### src/rtl/alu_pkg.sv
// Shared definitions for the ALU and its accumulator controller:
// opcodes, controller FSM encoding and flag-word bit positions.
package alu_pkg;

    localparam logic [3:0] OP_INVALID   = 4'd0;
    localparam logic [3:0] OP_ADD       = 4'd1;
    localparam logic [3:0] OP_ADD_CARRY = 4'd2;
    localparam logic [3:0] OP_SUB       = 4'd3;
    localparam logic [3:0] OP_INC       = 4'd4;
    localparam logic [3:0] OP_DEC       = 4'd5;
    localparam logic [3:0] OP_AND       = 4'd6;
    localparam logic [3:0] OP_NOT       = 4'd7;
    localparam logic [3:0] OP_ROL       = 4'd8;
    localparam logic [3:0] OP_ROR       = 4'd9;

    typedef enum logic [1:0] {
        ST_IDLE = 2'd0,
        ST_EXEC = 2'd1,
        ST_RESP = 2'd2
    } ctrl_state_e;

    localparam int FLAG_CARRY   = 0;
    localparam int FLAG_BORROW  = 1;
    localparam int FLAG_ZERO    = 2;
    localparam int FLAG_PARITY  = 3;
    localparam int FLAG_INVALID = 4;
    localparam int FLAG_W       = 5;

    function automatic logic [FLAG_W-1:0] pack_flags(
        input logic carry,
        input logic borrow,
        input logic zero,
        input logic parity,
        input logic invalid
    );
        logic [FLAG_W-1:0] f;
        f               = 5'b00000;
        f[FLAG_CARRY]   = carry;
        f[FLAG_BORROW]  = borrow;
        f[FLAG_ZERO]    = zero;
        f[FLAG_PARITY]  = parity;
        f[FLAG_INVALID] = invalid;
        return f;
    endfunction

endpackage

### src/rtl/alu_ctrl.sv
// Accumulator sequencer driving a combinational ALU, one instruction in flight.
// Optional ALU_CTRL_ERR_CNT_EN adds a saturating invalid-opcode counter (err_count).
module alu_ctrl
    import alu_pkg::*;
#(
    parameter int BUS_WIDTH = 8
) (
    input  logic                 clk,
    input  logic                 rst,
    input  logic                 in_valid,
    output logic                 in_ready,
    input  logic                 in_load,
    input  logic [3:0]           in_opcode,
    input  logic [BUS_WIDTH-1:0] in_operand,
    output logic [BUS_WIDTH-1:0] alu_a,
    output logic [BUS_WIDTH-1:0] alu_b,
    output logic                 alu_carry_in,
    output logic [3:0]           alu_opcode,
    input  logic [BUS_WIDTH-1:0] alu_y,
    input  logic                 alu_carry_out,
    input  logic                 alu_borrow,
    input  logic                 alu_zero,
    input  logic                 alu_parity,
    input  logic                 alu_invalid_op,
    output logic                 out_valid,
    input  logic                 out_ready,
    output logic [BUS_WIDTH-1:0] out_result,
    output logic [FLAG_W-1:0]    out_flags
`ifdef ALU_CTRL_ERR_CNT_EN
    ,
    output logic [7:0]           err_count
`endif
);

    ctrl_state_e           state_r, state_next_s;
    logic                  in_ready_r, out_valid_r;
    logic                  accept_s;
    logic                  load_r;
    logic [BUS_WIDTH-1:0]  acc_r, alu_a_r, alu_b_r;
    logic                  carry_r, alu_carry_in_r;
    logic [3:0]            alu_opcode_r;
    logic [FLAG_W-1:0]     flags_r, alu_flags_s;

    // Next-state decode and ALU flag packing
    always_comb begin
        state_next_s = state_r;
        accept_s     = 1'b0;
        alu_flags_s  = pack_flags(alu_carry_out, alu_borrow, alu_zero,
                                  alu_parity, alu_invalid_op);
        case (state_r)
            ST_IDLE: begin
                // in_ready_r gates acceptance so nothing is taken in the cycle after reset
                if (in_valid && in_ready_r) begin
                    state_next_s = ST_EXEC;
                    accept_s     = 1'b1;
                end else begin
                    state_next_s = ST_IDLE;
                end
            end
            ST_EXEC: state_next_s = ST_RESP;
            ST_RESP: begin
                if (out_valid_r && out_ready) begin
                    state_next_s = ST_IDLE;
                end else begin
                    state_next_s = ST_RESP;
                end
            end
            default: state_next_s = ST_IDLE;
        endcase
    end

    // State register and registered handshake outputs
    always_ff @(posedge clk) begin
        if (rst) begin
            state_r     <= ST_IDLE;
            in_ready_r  <= 1'b0;
            out_valid_r <= 1'b0;
        end else begin
            state_r     <= state_next_s;
            in_ready_r  <= (state_next_s == ST_IDLE);
            out_valid_r <= (state_next_s == ST_RESP);
        end
    end

    // Operand registers: loaded on accept, held otherwise
    always_ff @(posedge clk) begin
        if (rst) begin
            load_r         <= 1'b0;
            alu_a_r        <= {BUS_WIDTH{1'b0}};
            alu_b_r        <= {BUS_WIDTH{1'b0}};
            alu_carry_in_r <= 1'b0;
            alu_opcode_r   <= 4'd0;
        end else if (accept_s) begin
            load_r         <= in_load;
            alu_a_r        <= acc_r;
            alu_b_r        <= in_operand;
            alu_carry_in_r <= carry_r;
            alu_opcode_r   <= in_opcode;
        end
    end

    // Accumulator, carry and flag capture at the end of EXEC
    always_ff @(posedge clk) begin
        if (rst) begin
            acc_r   <= {BUS_WIDTH{1'b0}};
            carry_r <= 1'b0;
            flags_r <= 5'b00000;
        end else if (state_r == ST_EXEC) begin
            if (load_r) begin
                acc_r   <= alu_b_r;
                carry_r <= 1'b0;
                flags_r <= 5'b00000;
            end else if (!alu_invalid_op) begin
                acc_r   <= alu_y;
                carry_r <= alu_carry_out;
                flags_r <= alu_flags_s;
            end else begin
                flags_r <= alu_flags_s;
            end
        end
    end

`ifdef ALU_CTRL_ERR_CNT_EN
    logic [7:0] err_count_r;

    // Saturating count of invalid opcodes executed
    always_ff @(posedge clk) begin
        if (rst) begin
            err_count_r <= 8'd0;
        end else if ((state_r == ST_EXEC) && !load_r && alu_invalid_op
                     && (err_count_r != 8'd255)) begin
            err_count_r <= err_count_r + 8'd1;
        end
    end

    assign err_count = err_count_r;
`endif

    assign in_ready     = in_ready_r;
    assign out_valid    = out_valid_r;
    assign out_result   = acc_r;
    assign out_flags    = flags_r;
    assign alu_a        = alu_a_r;
    assign alu_b        = alu_b_r;
    assign alu_carry_in = alu_carry_in_r;
    assign alu_opcode   = alu_opcode_r;

endmodule
### config.mk
export PLATFORM = sky130hd
export DESIGN_NAME = alu_ctrl
export DESIGN_NICKNAME = d
export VERILOG_FILES = /design/src/rtl/alu_pkg.sv /design/src/rtl/alu_ctrl.sv
export SDC_FILE = /design/constraint.sdc
export NUM_CORES = 1
export LEC_CHECK = 0
export BUFFER_PORTS_ARGS = -buffer_cell sky130_fd_sc_hd__buf_2
export CAP_MARGIN = 20
export CELL_PAD_IN_SITES_DETAIL_PLACEMENT = 1
export CELL_PAD_IN_SITES_GLOBAL_PLACEMENT = 2
export CORE_MARGIN = 3
export CORE_UTILIZATION = 30
export DETAILED_ROUTE_END_ITERATION = 16
export GPL_TIMING_DRIVEN = 0
export PLACE_DENSITY_LB_ADDON = 0.12
export SYNTH_ARGS = -nofsm -noshare
export SYNTH_HDL_FRONTEND = slang
export SYNTH_SLANG_ARGS = --single-unit
### constraint.sdc
create_clock -name clk -period 3.37 [get_ports clk]
set_clock_uncertainty 0.2 [all_clocks]
set_input_delay 0 -clock clk [delete_from_list [all_inputs] [get_ports clk]]
set_output_delay 0 -clock clk [all_outputs]
set_load 0.005 [all_outputs]
== Word level (Yosys, flattened, before mapping) ==
Index checks and enable logic that the tools add are counted.

* Memory bits (writable): 0
* Latch bits: 0
* Memories kept: 0
* Register bits after elaboration: 40
* Bits in read-only memories: 0
* Input bits: 30

* Divide/modulo/power cells: 0
* Bitwise gates (word level): 0
* Reductions and logical operators: 5
* Shift-type cells: 0
* Multiply operators: 0
* Equality and inequality tests: 4
* Mux-type cells: 10
* $add $sub $neg: 0
* $lt $le $gt $ge: 0

{| class="wikitable"
|+ Operator list
! operator !! number
|-
| $mux 8 || 2
|-
| $pmux 2 s3 || 1
|-
| $mux 1 || 5
|-
| $mux 5 || 1
|-
| $eq 2x2->1 const B || 2
|-
| $logic_not 2->1 || 2
|-
| $eq 2x1->1 const B || 1
|-
| $logic_and 1x1->1 || 2
|-
| $mux 2 || 1
|-
| $ne 2x1->1 const B || 1
|-
| $reduce_and 2->1 || 1
|}

== Logic depth before layout (Yosys ltp) ==
Gate-level depths: netlist (run 1).

* Word-level depth: 4
* Depth in mapped cells: 5
* Gate-level depth less buffers: 3

== Least setup slack after synthesis (run 1) ==
Ideal clock, no wire load.

* Kind: register -> register
* Start point: register state_r[0]
* End point: register alu_a_r[0], in the netlist alu_a[0]
* Setup time: 117 ps
* Period minus slack after synthesis: 1313 ps
* Cell stages (with the launch flop): 6
* Required time: 3053 ps
* Arrival time: 996 ps
* Path buffers: 2
* Slack: 2057 ps
* Cells stage by stage: dfxtp_1 -> nor2_1 -> and4b_1 -> buf_6 -> buf_6 -> a22o_1

* Cells in the longest elaborated chain, start to end: 2

{| class="wikitable"
|+ RTL lines
! element !! line !! source
|-
| from (decl) || alu_ctrl.sv:35 || <nowiki>ctrl_state_e state_r, state_next_s;</nowiki>
|-
| from (signal assigned) || alu_ctrl.sv:79 || <nowiki>state_r <= state_next_s;</nowiki>
|-
| $logic_not 2->1 || alu_ctrl.sv:50 || <nowiki>case (state_r)</nowiki>
|-
| $mux 1 || alu_ctrl.sv:50 ||
|-
| to (signal assigned) || alu_ctrl.sv:89 || <nowiki>alu_a_r <= {BUS_WIDTH{1'b0}};</nowiki>
|-
| to (signal assigned) || alu_ctrl.sv:95 || <nowiki>alu_a_r <= acc_r;</nowiki>
|-
| to (decl) || alu_ctrl.sv:39 || <nowiki>logic [BUS_WIDTH-1:0] acc_r, alu_a_r, alu_b_r;</nowiki>
|}

No other way between the ends.
A chain may end at the register's enable or synchronous reset.

== Worst setup path in the final report (run 1) ==
* Start point: register state_r[0]
* End point: register acc_r[0], in the netlist out_result[0]

* Cells in the longest elaborated chain, start to end: 2

{| class="wikitable"
|+ RTL lines
! element !! line !! source
|-
| $eq 2x1->1 || alu_ctrl.sv:108 || <nowiki>end else if (state_r == ST_EXEC) begin</nowiki>
|-
| $reduce_and 2->1 (no line) || - ||
|-
| to (signal assigned) || alu_ctrl.sv:105 || <nowiki>acc_r <= {BUS_WIDTH{1'b0}};</nowiki>
|-
| to (signal assigned) || alu_ctrl.sv:110 || <nowiki>acc_r <= alu_b_r;</nowiki>
|-
| to (signal assigned) || alu_ctrl.sv:114 || <nowiki>acc_r <= alu_y;</nowiki>
|-
| to (decl) || alu_ctrl.sv:39 ||
|}

No other way between the ends.

==> metrics, run 1 <==
outcome=complete, no violations; internal power=741 uW; Max clock buf depth=2; min cycle time layout=1.99 ns; Crit path arrival time=1.96 ns; first-pass GRT wire length=7.40 mm; switching power=232 uW; Comb pwr share=14.9%; period utilization=58.9%; CP startpoint=state_r[0]; Worst Tran Pin Value=0.546 ns; sequential area share after synthesis=52.7%; Yosys warnings=0; critical-path cell list=nor2b_1 -> buf_6 -> and2_1 -> buf_6 -> a211oi_2 -> dlygate4sd3_1; Worst Path Max Fanout=9; CTS resizes=0; most common cell after layout, fill and taps aside=buf_2; commonest cells after routing, fill and taps aside=65 x buf_2, 40 x dfxtp_1, 31 x dlygate4sd3_1; Worst path slowest cell=dlygate4sd3_1; cells after synthesis=129; Leak Pwr=1.05 nW; die width=77.2 um; Area Overhead vs Synth=52.9%; Initial Util=31.6%; post-DP HPWL=3.11 mm; Max Fclk=0.503 GHz; Pre-antenna DRT Iters=4; vias=1385; die height=77.2 um; setup TNS=0 ns; H-tree depth=2; DP Area=1920 um^2; gr ovfl total=0; vias per inst=4.63; Hold Vio Cnt, Final=0; largest net degree at the start of global routing=12; Async SR Flop Fraction=0%; FF-to-FF setup slack=1.38 ns; final WL=4.47 mm; Post-layout nets=261; hold path depth=4; CTS tree=done; Sw Share=23.9%; Rel. slew slack=63.6%; port bufs=64; Most used DFF post-synth=dfxtp_1; filler cell count=573; Power Dens Cells=419 nW/um^2; Hold Startpoint=in_valid; area leader, netlist=dfxtp_1; Max-Cap Viols=0; Final Instance Area=2320 um^2; Root Driver=clkbuf_8; number of remaining DRC errors=0; reg2reg start=state_r[0]; Final GP Congestion=0.700; Top Ports=66; clock power share=33.1%; post-synth cell types=21; syn_area_per_cell=11.8 um^2; layout cells sized above 1=40.1%; WHS Endpoint=state_r[0]; vias in the first global route=1495; Initial DRC Count=39; FF+latch count, synth=40; row cnt=25; Syn Nets=159; initial antenna violation count=0; GRT Total Usage=15.6%; Final setup viols=0; Area contributors post-synth=dfxtp_1 53%, a22o_1 13%, a211oi_2 6.6%; core area=4820 um^2; RSZ-0062 raised after global routing=no; class of the worst hold path=in -> reg; Post-synth EDFFs=0; CTS Sinks=40; Detail Route Antenna Nets=0; synthesized area=1520 um^2; Crit path top cell by count=buf_6; R2R cell count=6; die area=5960 um^2; worst skew pair latency=0.29 ns; Worst Path Required=3.34 ns; CTS buffer count=5; # diodes=0; final-report max-slew violation count=0; power after layout=973 uW; area share of the largest cell type after synthesis=52.7%; Placed Cells=260; Finished Layout Cells=299; maximum vdd ir drop=0.000216 V; Clock transition at path regs=0.07 ns; Crit Path Class=reg -> reg; Routed wire per std cell=14.9 um; CP Launch Type=flop; CP Capture Type=flop; worst flop-to-flop path endpoint=out_result[0]; sequential share of power=52.0%; Slowest Stage Delay on Critical Path=0.57 ns
[synthesized netlist by cell type (2+ instances only)]
cell	n
dfxtp_1	40
mux2i_1	8
a22o_1	22
a21oi_1	14
nand2_1	5
buf_6	8
buf_4	3
and2_1	2
a211oi_2	8
nand3b_1	4
nor2b_1	2
nor2_1	4
[worst max-delay path: cells and delay by family, from the launching register on]
family,cells,cell delay (ns)
compound gates,1,0.08
buf+inv,3,0.89
flops,1,0.38
simple gates,2,0.32
[routing by layer]
layer  up-vias  share of wire [%]  GRT usage (%)
met4         0                1.2           4.27
met2        48                 48           26.6
met1       656                 46           18.9
met3         5                5.4           4.69
met5         -                  0              0
li1        676                  -              -
[registers in the layout, summed over array words and instances (netlist names)]
signal / count
alu_a: 8
alu_b: 8
alu_carry_in: 1
alu_opcode: 4
carry_r: 1
in_ready: 1
load_r: 1
out_flags: 5
out_result: 8
out_valid: 1
state_r: 2
[cell type report]
type	count	area, um^2	share of cell area (%)
clock buffers	8	90.1	3.88
multi-input cells	76	598	25.7
flip-flops and latches	40	801	34.4
repair buffers	95	631	27.1
well taps	67	83.8	3.61
plain buffers	13	121	5.22
[logic make-up after synthesis]
group	Yosys count	share of synthesized area [%]
AOI/OAI and AO/OA	46	25.3
DFF	40	52.7
and+or+nand+nor	22	8.72
buffers and inverters	13	7.98
muxes	8	5.27
[worst max path at each step]
stage | end | slack (ns) | cells past startpoint
6_report | out_result[0] | 1.38 | 6
5_1_grt | out_result[0] | 1.29 | 6
4_1_cts | out_result[0] | 1.40 | 6
3_5_place_dp | out_result[5] | 1.95 | 5
3_3_place_gp | out_result[4] | 1.96 | 4
2_1_floorplan | alu_a[0] | 2.06 | 5
[repair_timing]
item	4_1_cts	5_1_grt
hold buffers	31	0
setup endpoints to repair	0	0
buffers inserted	0	0
hold endpoints to repair	30	0
[power by group through the flow]
stage / Sequential [mW] / Combinational [mW] / Clock [mW]
after CTS: 0.506 / 0.146 / 0.335
final: 0.506 / 0.146 / 0.322
after floorplan: 0.516 / 0.0666 / 0
after detailed placement: 0.517 / 0.118 / 0
after global placement: 0.516 / 0.116 / 0
after global routing: 0.509 / 0.160 / 0.361
[through the flow]
step / hold slack, ns / util [%] / setup slack (ns)
after global placement: 0.0117 / 39.9 / 1.96
after detailed placement: 0.0144 / 39.9 / 1.95
final: 0.0974 / 48.3 / 1.38
after floorplan: -0.0745 / - / 2.06
after global routing: 0.118 / 48.3 / 1.29
after CTS: 0.0878 / 48.3 / 1.40
No activity file was read; power rests on OpenSTA's default activity.
==> run 2: changes to the inputs <==
- ABC_AREA: not set -> 1
- CORE_UTILIZATION: 30 -> 22
- clock period: 3.37 -> 1.8 ns (I/O delays scaled with it)
==> run 2 against run 1 <==
- worst hold slack improved by 0.0071 ns
- register-to-register slack worse by 1.3 ns
- fmax up 18%
- cell count up 41%
- non-clock buffer count increased by 3
- first-iteration DRC count is 5.1% lower
- sequential cell count unchanged
- clock power grew 77%
- critical path depth did not move
- count of clock-buffer cells in the layout down 2
- highest routed layer unchanged
- total power rose by 84%
- combinational power grew 89%
==> metrics, run 2 <==
Post-synth EDFFs=0 (unchanged); cells after synthesis=220 (+71%); Pre-antenna DRT Iters=4 (unchanged); initial antenna violation count=0 (unchanged); syn_area_per_cell=7.17 um^2 (-39%); CTS tree=done; Final setup viols=0 (unchanged); worst hold slack=0.105 ns (+0.00708 ns); commonest cells after routing, fill and taps aside=92 x nand2_1, 71 x buf_2, 40 x dfxtp_1; Crit path arrival time=1.73 ns (-0.23 ns); post-synth cell types=14 (-33%); area leader, netlist=dfxtp_1; number of remaining DRC errors=0 (unchanged); die area=8220 um^2 (+38%); CP Launch Type=flop; Yosys warnings=0 (unchanged); CTS buffer count=5 (unchanged); vias in the first global route=1820 (+22%); min cycle time layout=1.69 ns (-0.298 ns); Area Overhead vs Synth=55.6%; Post-layout nets=357 (+37%); CP startpoint=state_r[1]; Clock transition at path regs=0.07 ns (about the same); Max-Cap Viols=0 (unchanged); CP Capture Type=flop; Root Driver=clkbuf_8; Power Dens Cells=732 nW/um^2 (+75%); filler cell count=875 (+53%); Most used DFF post-synth=dfxtp_1; core area=6870 um^2 (+43%); Worst Tran Pin Value=0.259 ns (-0.287 ns); Initial Util=23.0% (-8.6 points); worst flop-to-flop path endpoint=alu_opcode[2]; class of the worst hold path=in -> reg; setup TNS=0 ns (unchanged); H-tree depth=2 (unchanged); largest net degree at the start of global routing=12 (unchanged); vias per inst=4.02 (-13%); reg2reg start=state_r[1]; Leak Pwr=1.31 nW (+26%); synthesized area=1580 um^2 (+3.7%); final-report max-slew violation count=0 (unchanged); CTS Sinks=40 (unchanged); FF+latch count, synth=40 (unchanged); Hold Vio Cnt, Final=0 (unchanged); Setup WS pre-CTS=0.343 ns (-1.60 ns); Worst Path Max Fanout=4 (-5); Post-synth top cells=93 x nand2_1, 40 x dfxtp_1, 28 x nand3_1; final WL=5.07 mm (+14%); Final GP Congestion=0.672 (-3.9%); RSZ-0062 raised after global routing=no; most common cell after layout, fill and taps aside=nand2_1; DP Area=2020 um^2 (+4.8%); post-layout util=35.7% (-13 points); first-pass GRT wire length=8.74 mm (+18%); Max Fclk=0.592 GHz (+18%); Async SR Flop Fraction=0% (unchanged); Final Instance Area=2450 um^2 (+5.5%); Routed wire per std cell=12.0 um (-20%); period utilization=93.8% (+35 points); maximum vdd ir drop=0.000280 V (+30%); FF-to-FF setup slack=0.11 ns (-1.27 ns); area share of the largest cell type after synthesis=50.8% (-1.9 points); post-DP HPWL=3.59 mm (+16%); die width=90.7 um (+17%); setup slack after layout=0.112 ns (-1.27 ns); row cnt=30 (+20%); sequential area share after synthesis=50.8% (-1.9 points); Worst Path Required=1.84 ns (-1.50 ns); Setup crit end=alu_opcode[2]; R2R cell count=6 (unchanged); GRT Total Usage=13.2% (-2.4 points); Crit Path Class=reg -> reg; worst skew pair latency=0.29 ns (about the same); Syn Nets=250 (+57%); Rel. slew slack=82.7% (+19 points); Initial DRC Count=37 (-5.1%); outcome=complete, no violations; gr ovfl total=0 (unchanged); top-count cell post-synth=nand2_1; Detail Route Antenna Nets=0 (unchanged); # diodes=0 (unchanged); Top Ports=66 (unchanged); port bufs=64 (unchanged); die height=90.7 um (+17%); Max clock buf depth=2 (unchanged); layout cells sized above 1=28.4% (-12 points); vias=1702 (+23%); Area contributors post-synth=dfxtp_1 51%, nand2_1 22%, nand3_1 8.9%
-- run 2: how the worst min path moves through the flow --
stage | start | endpoint | cells past startpoint
after global placement | in_opcode[1] | alu_opcode[1] | 3
after floorplan | in_operand[0] | alu_b[0] | 2
after detailed placement | in_opcode[1] | alu_opcode[1] | 3
after CTS | in_valid | alu_opcode[2] | 6
after global routing | in_valid | alu_opcode[2] | 7
final | in_valid | alu_opcode[2] | 7
-- run 2: logic make-up (layout without fill, tap and decap cells) --
family,after synthesis,after routing,share of synthesized area (%)
AND/OR/NAND/NOR,148,148,39.2
buffers and inverters,24,131,7.46
flip-flops,40,40,50.8
AO/OA/AOI/OAI,8,8,2.54
-- run 2: power breakdown --
group / switching (mW) / leakage (nW) / internal [mW]
Combinational: 0.135 / 0.947 / 0.141
Sequential: 0.0250 / 0.325 / 0.922
Clock: 0.307 / 0.0410 / 0.264
-- run 2: final cells by class --
cell class,instances,area [um^2],area share (%)
clock buffer,6,72.6,2.96
buffer,11,68.8,2.81
tap,96,120,4.90
timing repair buffer,100,673,27.4
clock inverter,1,5.00,0.204
inverter,13,48.8,1.99
multi-input combinational,156,663,27.0
sequential,40,801,32.7
-- run 2: stage by stage --
step,std cells,power [mW]
floorplan,220,1.08
global placement,380,1.18
detailed placement,380,1.18
CTS,420,1.83
global route,423,1.90
finish,423,1.79
-- run 2: repair_timing --
item,CTS,global route
gates resized for setup,0,2
buffers inserted,0,3
endpoints found under the hold margin,29,0
hold buffers,33,0
endpoints found under the setup margin,0,4
-- run 2: metal layers --
metal / track usage, % / part of all wire [%] / vias to the layer above
met1: 17.5 / 50 / 758
met4: 4.59 / 1.5 / 0
li1: - / - / 890
met2: 20.6 / 43 / 47
met3: 3.42 / 5.4 / 7
met5: 0 / 0 / -
-- run 2: worst max-delay path: stages, from the launching register on --
cell,delay (ns)
dfxtp_1,0.37
nor2_2,0.13
nand2_2,0.11
nor2_4,0.17
nand2_1,0.06
dlygate4sd3_1,0.55
nand2_1,0.05
